**src/rtl/commit_trace_fifo.sv**
```systemverilog
// commit_trace_fifo: captures retiring-instruction trace records through a
// mode filter into a DEPTH-entry FIFO drained by a valid/ready consumer.
module commit_trace_fifo #(
    parameter int WIDTH = 32,
    parameter int DEPTH = 16
) (
    input  logic                   clk,
    input  logic                   rst,
    input  logic                   cap_en,
    input  logic [1:0]             mode,
    input  logic [WIDTH-1:0]       pc,
    input  logic [6:0]             opcode,
    input  logic [4:0]             RD,
    input  logic [WIDTH-1:0]       ALU_data_out,
    input  logic [WIDTH-1:0]       Mem_addr_out,
    input  logic [WIDTH-1:0]       RS2_data_out,
    input  logic [WIDTH-1:0]       dmu_out_data,
    input  logic                   tr_ready,
    output logic                   tr_valid,
    output logic [1:0]             tr_kind,
    output logic [4:0]             tr_rd,
    output logic [WIDTH-1:0]       tr_pc,
    output logic [WIDTH-1:0]       tr_addr,
    output logic [WIDTH-1:0]       tr_data,
    output logic [$clog2(DEPTH):0] count,
    output logic                   full,
    output logic                   empty,
    output logic [15:0]            overflow_cnt
);

    localparam int AW = $clog2(DEPTH);
    localparam int CW = AW + 1;
    localparam logic [CW-1:0] DEPTH_C = CW'(DEPTH);

    localparam logic [1:0] K_ALU   = 2'b00;
    localparam logic [1:0] K_LOAD  = 2'b01;
    localparam logic [1:0] K_STORE = 2'b10;
    localparam logic [1:0] K_OTHER = 2'b11;

    typedef struct packed {
        logic [1:0]       kind;
        logic [4:0]       rd;
        logic [WIDTH-1:0] pc;
        logic [WIDTH-1:0] addr;
        logic [WIDTH-1:0] data;
    } entry_t;

    entry_t        mem [DEPTH];
    entry_t        new_entry;
    entry_t        head;
    logic [1:0]    kind;
    logic          pass;
    logic          push_req;
    logic          do_push;
    logic          do_pop;
    logic          drop;
    logic [AW-1:0] wr_ptr;
    logic [AW-1:0] rd_ptr;

    // Classify the retiring instruction by opcode.
    always_comb begin
        kind = K_OTHER;
        case (opcode)
            7'b0000011: kind = K_LOAD;
            7'b0100011: kind = K_STORE;
            7'b0110011, 7'b0010011, 7'b0110111,
            7'b0010111, 7'b1101111, 7'b1100111: kind = K_ALU;
            default:    kind = K_OTHER;
        endcase
    end

    // Assemble the record; fields that do not apply to a kind are zeroed.
    always_comb begin
        new_entry      = '0;
        new_entry.kind = kind;
        new_entry.pc   = pc;
        case (kind)
            K_LOAD: begin
                new_entry.data = dmu_out_data;
                new_entry.addr = Mem_addr_out;
                new_entry.rd   = RD;
            end
            K_STORE: begin
                new_entry.data = RS2_data_out;
                new_entry.addr = Mem_addr_out;
            end
            K_ALU: begin
                new_entry.data = ALU_data_out;
                new_entry.rd   = RD;
            end
            default: new_entry.data = ALU_data_out;
        endcase
    end

    // Capture filter, evaluated with this cycle's mode.
    always_comb begin
        pass = 1'b0;
        case (mode)
            2'b00:   pass = 1'b1;
            2'b01:   pass = (kind == K_LOAD) || (kind == K_STORE);
            2'b10:   pass = ((kind == K_ALU) || (kind == K_LOAD)) && (RD != 5'd0);
            default: pass = 1'b0;
        endcase
    end

    assign empty    = (count == '0);
    assign full     = (count == DEPTH_C);
    assign tr_valid = !empty;
    assign push_req = cap_en && pass;
    assign do_pop   = tr_valid && tr_ready;
    // A full FIFO still accepts a push when the head leaves in the same cycle.
    assign do_push  = push_req && (!full || do_pop);
    assign drop     = push_req && full && !do_pop;

    // Storage array; no reset needed, occupancy tracking guards stale slots.
    always_ff @(posedge clk) begin
        if (!rst && do_push)
            mem[wr_ptr] <= new_entry;
    end

    // Pointers, occupancy and saturating drop counter.
    always_ff @(posedge clk) begin
        if (rst) begin
            wr_ptr       <= '0;
            rd_ptr       <= '0;
            count        <= '0;
            overflow_cnt <= '0;
        end else begin
            if (do_push)
                wr_ptr <= wr_ptr + AW'(1);
            if (do_pop)
                rd_ptr <= rd_ptr + AW'(1);
            case ({do_push, do_pop})
                2'b10:   count <= count + CW'(1);
                2'b01:   count <= count - CW'(1);
                default: count <= count;
            endcase
            if (drop && (overflow_cnt != 16'hFFFF))
                overflow_cnt <= overflow_cnt + 16'd1;
        end
    end

    // Head is forced to zero while empty so stale slots never leak out.
    assign head    = empty ? '0 : mem[rd_ptr];
    assign tr_kind = head.kind;
    assign tr_rd   = head.rd;
    assign tr_pc   = head.pc;
    assign tr_addr = head.addr;
    assign tr_data = head.data;

endmodule

```
**config.mk**
```make
export PLATFORM = sky130hd
export DESIGN_NAME = commit_trace_fifo
export DESIGN_NICKNAME = d
export VERILOG_FILES = /design/src/rtl/commit_trace_fifo.sv
export SDC_FILE = /design/constraint.sdc
export NUM_CORES = 1
export LEC_CHECK = 0
export ABC_CLOCK_PERIOD_IN_PS = 10700
export CAP_MARGIN = 20
export CORE_ASPECT_RATIO = 1.25
export CORE_MARGIN = 5
export CORE_UTILIZATION = 55
export CTS_BUF_LIST = sky130_fd_sc_hd__clkbuf_4 sky130_fd_sc_hd__clkbuf_8
export CTS_CLUSTER_SIZE = 25
export DETAILED_ROUTE_END_ITERATION = 8
export PLACE_DENSITY_LB_ADDON = 0.3
export SYNTH_ARGS = -nofsm -noshare
export SYNTH_HDL_FRONTEND = slang
export SYNTH_SLANG_ARGS = --single-unit
```
**constraint.sdc**
```tcl
create_clock -name clk -period 10.7 [get_ports clk]
set_clock_uncertainty 0.05 [all_clocks]
set_input_delay 3.21 -clock clk [delete_from_list [all_inputs] [get_ports clk]]
set_output_delay 3.21 -clock clk [all_outputs]
set_load 0.02 [all_outputs]
```
== After elaboration in Yosys (flattened, before gate mapping) ==
Memories as Yosys holds them, arrays and structs flattened. A register that Yosys moved wholly into a read port is not among the register bits.
Index checks and enable logic that the tools add are counted.
W data, S select, Z words.

* Add/subtract/negate cells: 5
* $mul: 0
* Divide/modulo/power cells: 0
* $lt $le $gt $ge: 0
* Eq/ne operators: 16
* Shifts and indexed selects: 0
* Mux-type cells: 11
* Bitwise logic cells: 0
* Reductions and logical operators: 23

{| class="wikitable"
|+ Operator list
! cell !! number
|-
| $mux W103 || 1
|-
| $pmux W32 S2 || 1
|-
| $mux W32 || 1
|-
| $eq A7 B6 Y1 const B || 3
|-
| $add A16 B1 Y16 const B || 1
|-
| $ne A16 B16 Y1 const B || 1
|-
| $eq A7 B5 Y1 const B || 2
|-
| $eq A7 B7 Y1 const B || 2
|-
| $pmux W5 S2 || 1
|-
| $add A4 B1 Y4 const B || 2
|-
| $logic_and A1 B1 Y1 || 8
|-
| $mux W4 || 2
|-
| $eq A7 B2 Y1 const B || 1
|-
| $eq A2 B1 Y1 const B || 3
|-
| $eq A2 B2 Y1 const B || 3
|-
| $pmux W2 S3 || 1
|-
| $reduce_or A6 Y1 || 1
|-
| $add A5 B1 Y5 const B || 1
|-
| $eq A5 B5 Y1 const B || 1
|-
| $logic_not A5 Y1 || 1
|-
| $mux W5 || 1
|-
| $reduce_bool A5 Y1 || 1
|-
| $sub A5 B1 Y5 const B || 1
|-
| $logic_not A1 Y1 || 4
|-
| 6 further kinds || 11
|}

* Bits in registers: 29
* Bits in latches: 0
* RAM bits: 1,648
* Memory bits (read-only): 0
* Output and inout bits: 127
* Word-level logic and storage cells: 60
* Memories kept: 1

{| class="wikitable"
|+ Memory list
! name !! depth !! width !! read ports !! clocked after memory_dff !! write ports !! RTL line !! text
|-
| mem || 16 || 103 || 1 || 1 || 1 || 48 || <nowiki>entry_t mem [DEPTH];</nowiki>
|}

== Depth between registers and ports, before layout ==
Gate-level depths: netlist (run 1).

* Depth in word-level cells: 12
* Depth in mapped cells: 16

== Worst setup path before layout (run 1) ==
OpenSTA, ideal clock, no wires.

* Kind: input -> register
* Start point: input port opcode[6]
* End point: memory mem[12][0] (netlist name), enable pin
* Library setup time: 0.566 ns
* Arrival time: 9.461 ns
* Required time: 10.084 ns
* Slack: 0.623 ns
* Stages on the path: 9
* Buffers on the path: 0
* Cells stage by stage: nand4bb_1 > o22ai_4 > inv_1 > ha_1 > and2_1 > a2bb2oi_2 > a21oi_1 > nand2_1 > nor2_1

* Word-level cells in the longest chain between the ends: 12
* Elaborated cells on any way between the ends: 22
* Those cells by class: 10 x eq/ne; 4 x mux; 8 x reduce/logical

{| class="wikitable"
|+ Ends and longest elaborated chain
! item !! RTL line !! text
|-
| from (decl) || 12 || <nowiki>input logic [6:0] opcode,</nowiki>
|-
| $eq A7 B6 Y1, or another cell as far along || 63 || <nowiki>case (opcode)</nowiki>
|-
| $reduce_or A6 Y1 || 63 ||
|-
| $pmux W2 S3 * || 63 ||
|-
| net kind[1] || 51 || <nowiki>logic [1:0] kind;</nowiki>
|-
| $eq A2 B1 Y1 / $logic_not A2 Y1 (equally long branches) || 100, 101 ||
|-
| $logic_or A1 B1 Y1 || 101 || <nowiki>2'b10: pass = ((kind == K_ALU) || (kind == K_LOAD)) && (RD != 5'd0);</nowiki>
|-
| $logic_and A1 B1 Y1 || 101 ||
|-
| $pmux W1 S3 * || 98 || <nowiki>case (mode)</nowiki>
|-
| $logic_and A1 B1 Y1 * || 109 || <nowiki>assign push_req = cap_en && pass;</nowiki>
|-
| $logic_and A1 B1 Y1 * || 112 || <nowiki>assign do_push = push_req && (!full || do_pop);</nowiki>
|-
| $logic_and A1 B1 Y1 * || 117 || <nowiki>if (!rst && do_push)</nowiki>
|-
| $mux W1 * || 117 ||
|-
| $mux W1 (not written as such) * || 118 || <nowiki>mem[wr_ptr] <= new_entry;</nowiki>
|-
| to (decl) || 48 ||
|}

The timed path passes the listed nets; every way through them passes the cells marked *.

==> results of run 1 <==
[sequential cells by signal, summed over array words and instances, names as in the netlist, named ones only]
name          count
wr_ptr            4
overflow_cnt     16
count             5
mem            1648
rd_ptr            4
[cells by family (layout without fill, tap and decap cells)]
kind of cell	after synthesis	in the layout
compound gates	103	103
xor+xnor	16	16
fa+ha+maj	9	9
buf+inv	158	832
flops	1681	1681
mux	519	519
other cells	0	5
simple gates	284	284
[layout by cell type (no fill, tap or decap), types with 5 or more instances in the layout]
cell,instances
buf_12,15
clkbuf_8,238
nand3_1,8
bufinv_16,5
or4_1,7
o21ai_0,34
clkbuf_4,80
dfxtp_1,29
clkinv_1,59
xnor2_1,10
nand2_1,47
mux4_2,515
and2_1,105
diode_2,5
nor2_1,29
clkinv_2,26
nor2_4,16
inv_1,8
clkdlybuf4s50_1,304
xor2_1,6
o31ai_1,8
ha_1,8
nand4_1,5
nor4_1,5
nor2b_1,35
a21oi_1,16
a22oi_1,32
edfxtp_1,1648
buf_4,80
and2_2,5
[metal layers]
metal | vias to the layer above | routed length, µm | share of wire
met5 | - | 10 | 0.000070
met4 | 2 | 3240 | 0.023
met3 | 232 | 9380 | 0.066
met2 | 1331 | 75600 | 0.53
met1 | 16466 | 54900 | 0.38
li1 | 12803 | - | -
[worst max-delay path, stage by stage, from the launching register on]
cell and delay [ps]:
dfxtp_4 630, buf_4 690, buf_4 690, mux4_2 410, mux4_2 560, and2_1 190, clkdlybuf4s50_1 590
[report_power, final]
part / total, µW / leakage [µW] / switching [µW] / internal, µW
Sequential: 7320 / 0.0152 / 62.6 / 7260
Combinational: 3180 / 0.00530 / 1580 / 1600
Clock: 4750 / 0.00238 / 2300 / 2450
Total: 15200 / 0.0229 / 3940 / 11300
[cell usage after synthesis, drive strengths merged (4+ instances only)]
cell	instances	share of area
edfxtp	1648	0.76
mux4	515	0.18
and2	110	0.011
clkbuf	94	0.0054
buf	56	0.0038
nand2	48	0.0028
nor2	45	0.0026
nor2b	35	0.0034
o21ai	35	0.0027
dfxtp	33	0.010
a22oi	32	0.0037
a21oi	17	0.0014
xnor2	10	0.0013
ha	9	0.0017
inv	8	0.00046
nand3	8	0.00062
o31ai	8	0.00093
or4	7	0.00081
nor4	6	0.00058
xor2	6	0.00081
nand4	5	0.00048
or3	4	0.00039
[worst min path at each step]
stage                                     to  depth (start not counted)
2_1_floorplan                      flip-flop                          2
3_3_place_gp    overflow_cnt[9]$_SDFFE_PP0P_                          2
6_report        overflow_cnt[5]$_SDFFE_PP0P_                          2
4_1_cts         overflow_cnt[5]$_SDFFE_PP0P_                          2
5_1_grt        overflow_cnt[14]$_SDFFE_PP0P_                          2
3_5_place_dp    overflow_cnt[5]$_SDFFE_PP0P_                          2
[cell type report]
| cell class | count | area [µm²] |
|---|---|---|
| Multi-Input combinational cell | 931 | 14300 |
| Fill cell | 7624 | 42700 |
| Timing Repair Buffer | 405 | 4040 |
| Inverter | 8 | 30.0 |
| Antenna cell | 5 | 12.5 |
| Clock buffer | 316 | 3850 |
| Tap cell | 1573 | 1970 |
| Sequential cell | 1681 | 50200 |
| Clock inverter | 103 | 628 |
[stage by stage]
step | hold slack [ps] | instances | setup slack (ps) | utilization | instance area [µm²]
2_1_floorplan | 418 | 2770 | 623 | - | 64900
3_3_place_gp | 424 | 4583 | 2330 | 0.597 | 70300
3_5_place_dp | 456 | 4586 | 2220 | 0.598 | 70300
4_1_cts | 467 | 5005 | 2470 | 0.636 | 74800
5_1_grt | 486 | 5019 | 2320 | 0.637 | 75000
6_report | 467 | 5022 | 2690 | 0.637 | 75000
==> metrics.cfg, run 1 <==
[detailed_routing]
drt_drc_violations_left=0
drt-total-wl_um=143000
detail-route-antenna-nets=0
dr.first_iter.drc_count=3027
num_vias=30834
wl_per_cell_um=28.5
post_drt_via_cell_ratio=6.14
firstDrtPassIters=5

[synth]
synth_compound_area_frac=0.0104
avgSynthCellArea_um2=23.4
seq_area_frac_synth=0.773
synth_area_mm2=0.0649
ys_dominant_reg_cell=edfxtp_1
ys_seq_elements=1681
synth_cell_types=49
synthMuxAreaShare=0.179
synthCells=2770
synth-adder-area-share=0.00173
synth-simple-area-share=0.0241
yosys_warnings=0
synth_top_family_by_area=multiplexers
synthXorXnorAreaFrac=0.00216
synth_edf_count=1648
syn-num-nets=2957
synthArstFlopShare=0

[global_route]
grt_usage=0.231
grt_busiest_layer=met2
antenna_found_initial=7
grt_pass1_vias=33026
gr-total-overflow=0
use_met1=0.315
met3_usage=0.0373
grtUsageMet2=0.395
grt_start_max_net_pins=159
grt_pass1_wl_um=213000

[setup_path]
reg2regPathDepth=6
cp_max_fo=48
reg2reg_slack_ps=7200
cp.arrival_ps=4750
endpoint=tr_addr[29]
end_kind=primary output
critPathRequiredTime_ps=7440
critPathLaunchType=flip-flop
critPathKind=flip-flop to primary output
r2r-end=mem[4][34]$_DFFE_PP_
rr_startpoint=count[1]$_SDFFE_PP0P_

[power_and_ir_drop]
power_density_mw_per_mm2=203
leakage_uw=0.0229
p_total_uw=15200
vdd_drop_max_mv=0.184

[timing]
setup_viol=0
drv_slew=0
fmax_mhz=125
timing.final.crit_share=0.749
fin_crit_ps=8010
finalHoldViolations=0
relSlewSlack=0.228
tns_ps=0
worst_pin_slew_ps=1160
rsz0062_at_grt=no

[final_layout]
fin_nets=3447
area_growth_pct=15.5
drive_above_1_share=0.294

[clock_network]
postCtsSetupRepairBufs=0
cts_max_level=4
clock_sinks=1681
cts_buffer_depth=3
clk_pin_slew_ps=70
cts_hold_buf=0
cts_tree=done
root_buffer=clkbuf_8
cts_made_buffers=233
cts_resized=0
worstSkewPairLatency_ps=910

[floorplan]
dieHeight_um=394
num_rows=141
ios=305
die_x_um=317
coreArea_mm2=0.118
dieArea_mm2=0.125
initial_core_util=0.552

[placed_design]
portBuffers=304
dp_hpwl_um=81800
gp_congestion=0.816

[hold_path]
hp-class=flip-flop to flip-flop
min-delay-start=overflow_cnt[5]$_SDFFE_PP0P_

[job]
maxCapViolations=0

[run_status]
status=completed

No activity file was read; power rests on OpenSTA's default activity.
==> run 2: changes to the inputs <==
ABC_CLOCK_PERIOD_IN_PS = 6520   (was 10700)
clock period = 6.52 ns   (was 10.7 ns; I/O delays follow)
==> run 2 against run 1 <==
Compared with the run above:
- total power is 69% higher
- utilization up 0.96 points
- hold slack got worse by 21 ps
- clock power rose by 77%
- sequential cell count did not move
- largest cell class unchanged
==> metrics.cfg, run 2 (synthesis gave the netlist of run 1 again) <==
[run_status]
status=completed

[detailed_routing]
wl_per_cell_um=28.9  ; +1.4%
firstDrtPassIters=5  ; unchanged
drt_drc_violations_left=0  ; unchanged
dr.first_iter.drc_count=3002  ; -0.83%
num_vias=31020  ; +0.60%
post_drt_via_cell_ratio=6.11  ; -0.56%
drt-total-wl_um=147000  ; +2.6%
detail-route-antenna-nets=0  ; unchanged

[floorplan]
initial_core_util=0.552  ; unchanged
dieHeight_um=394  ; unchanged
coreArea_mm2=0.118  ; unchanged
num_rows=141  ; unchanged
die_x_um=317  ; unchanged
dieArea_mm2=0.125  ; unchanged
ios=305  ; unchanged

[final_layout]
num-fill-cells=7532  ; -1.2%
final_cell_mix=1648 x edfxtp_1, 515 x mux4_2, 304 x clkdlybuf4s50_1, 235 x clkbuf_8, 105 x and2_1
multi_input_area_mm2=0.0143  ; unchanged
area_growth_pct=17.2
area.sequential_mm2=0.0502  ; unchanged
fin_nets=3492  ; +1.3%
layout_commonest_cell=edfxtp_1
instances_no_fill=5081  ; +1.2%
drive_above_1_share=0.306  ; +0.0114
largest_register=mem
largest_reg_flops=1648  ; unchanged
reg_top3=mem (1648), overflow_cnt (16), count (5)
fin_util=0.647  ; +0.00957

[timing]
fin_crit_ps=6260
fmax_mhz=160
worst_pin_slew_ps=1130  ; -22.7 ps
setup_viol=0  ; unchanged
timing.final.crit_share=0.960
rsz0062_at_grt=no
relSlewSlack=0.243  ; +0.0152
timing.final.ws_setup_ps=261  ; -2430 ps
tns_ps=0  ; unchanged
hold_ws_ps=446  ; -20.6 ps
drv_slew=0  ; unchanged
finalHoldViolations=0  ; unchanged

[placed_design]
placed_cells=4638  ; +1.1%
portBuffers=304  ; unchanged
gp_congestion=0.804  ; -1.4%
dp_hpwl_um=87700  ; +7.2%
pre_cts_ws_ps=499  ; -1720 ps

[power_and_ir_drop]
power_frac_comb=0.209  ; about the same
p_int_uw=19200  ; +70%
leakage_uw=0.0234  ; +2.2%
vdd_drop_max_mv=0.277  ; +51%
p_sw_frac=0.258  ; -0.000693
power_density_mw_per_mm2=339  ; +67%
p_switching_uw=6650  ; +69%
seqPwrFrac=0.465  ; -0.015
clockPowerShare=0.326  ; +0.015

[clock_network]
clk_pin_slew_ps=60  ; about the same
cts_made_buffers=234  ; +0.43%
cts_buffer_depth=3  ; unchanged
cts_resized=0  ; unchanged
cts_hold_buf=0  ; unchanged
postCtsSetupRepairBufs=0  ; unchanged
root_buffer=clkbuf_8
worstSkewPairLatency_ps=900  ; about the same
cts_max_level=4  ; unchanged
cts_tree=done
clock_sinks=1681  ; unchanged

[setup_path]
critPathLaunchType=flip-flop
critPathKind=flip-flop to primary output
cp_max_fo=28  ; -42%
critPathRequiredTime_ps=4510  ; -2930 ps
end_kind=primary output
rr_startpoint=count[2]$_SDFFE_PP0P_
cp.arrival_ps=4250  ; -500 ps

[global_route]
gr-total-overflow=0  ; unchanged
grt_pass1_wl_um=218000  ; +2.3%
grt_usage=0.238  ; +0.00695
antenna_found_initial=4  ; -3
grt_start_max_net_pins=86  ; -46%
grt_pass1_vias=33278  ; +0.76%

[hold_path]
hp-class=flip-flop to flip-flop
min-delay-start=overflow_cnt[9]$_SDFFE_PP0P_

[job]
maxCapViolations=0  ; unchanged

run 2: cell types whose count changed in the layout (fill, tap and decap cells not counted), moves of 2 or more:
cell,previous run,this run
buf_12,15,48
buf_16,2,0
buf_4,80,95
bufinv_16,5,22
clkbuf_4,80,54
clkbuf_8,238,235
clkinv_1,59,62
clkinv_2,26,44
clkinvlp_4,4,10
diode_2,5,3
inv_6,2,4
run 2: worst paths after layout:
kind | depth (start not counted) | slack [ps] | to
max reg2reg | 5 | 3390 | overflow_cnt[11]$_SDFFE_PP0P_
min reg2reg | 2 | 450 | overflow_cnt[9]$_SDFFE_PP0P_
min | 2 | 450 | overflow_cnt[9]$_SDFFE_PP0P_
max | 5 | 260 | tr_addr[16]
run 2: metal layers:
layer  share of wire  wire length, µm  track usage
met4           0.027             4010       0.0742
met2            0.52            76300        0.400
met5               0                0            0
met3           0.079            11600       0.0492
met1            0.37            55000        0.318
run 2: worst max-delay path, cell delays in order, from the launching register on:
cell and delay, ps:
dfxtp_4 770, buf_4 620, mux4_2 580, mux4_2 550
and2_1 190, clkdlybuf4s50_1 530
run 2: final cells by class:
class | instances | share of cell area
flip-flops and latches | 1681 | 0.659
multi-input cells | 931 | 0.188
repair buffers | 449 | 0.0621
clock buffers | 289 | 0.0478
well taps | 1573 | 0.0259
clock inverters | 147 | 0.0168
inverters | 8 | 0.000395
diodes | 3 | 0.0000987
run 2: metrics by stage:
| stage | area, µm² | total power [µW] |
|---|---|---|
| 5_1_grt | 76100 | 26900 |
| 6_report | 76100 | 25800 |
| 2_1_floorplan | 65000 | 15600 |
| 3_5_place_dp | 71100 | 17700 |
| 4_1_cts | 76100 | 26100 |
| 3_3_place_gp | 71100 | 17700 |
run 2: power by group through the flow:
stage | clock network, µW | registers [µW] | logic, µW
final | 8420 | 12000 | 5410
after floorplan | 0 | 12200 | 3390
after CTS | 8590 | 12000 | 5530
after global placement | 0 | 12200 | 5430
after global routing | 9110 | 12000 | 5760
after detailed placement | 0 | 12200 | 5490
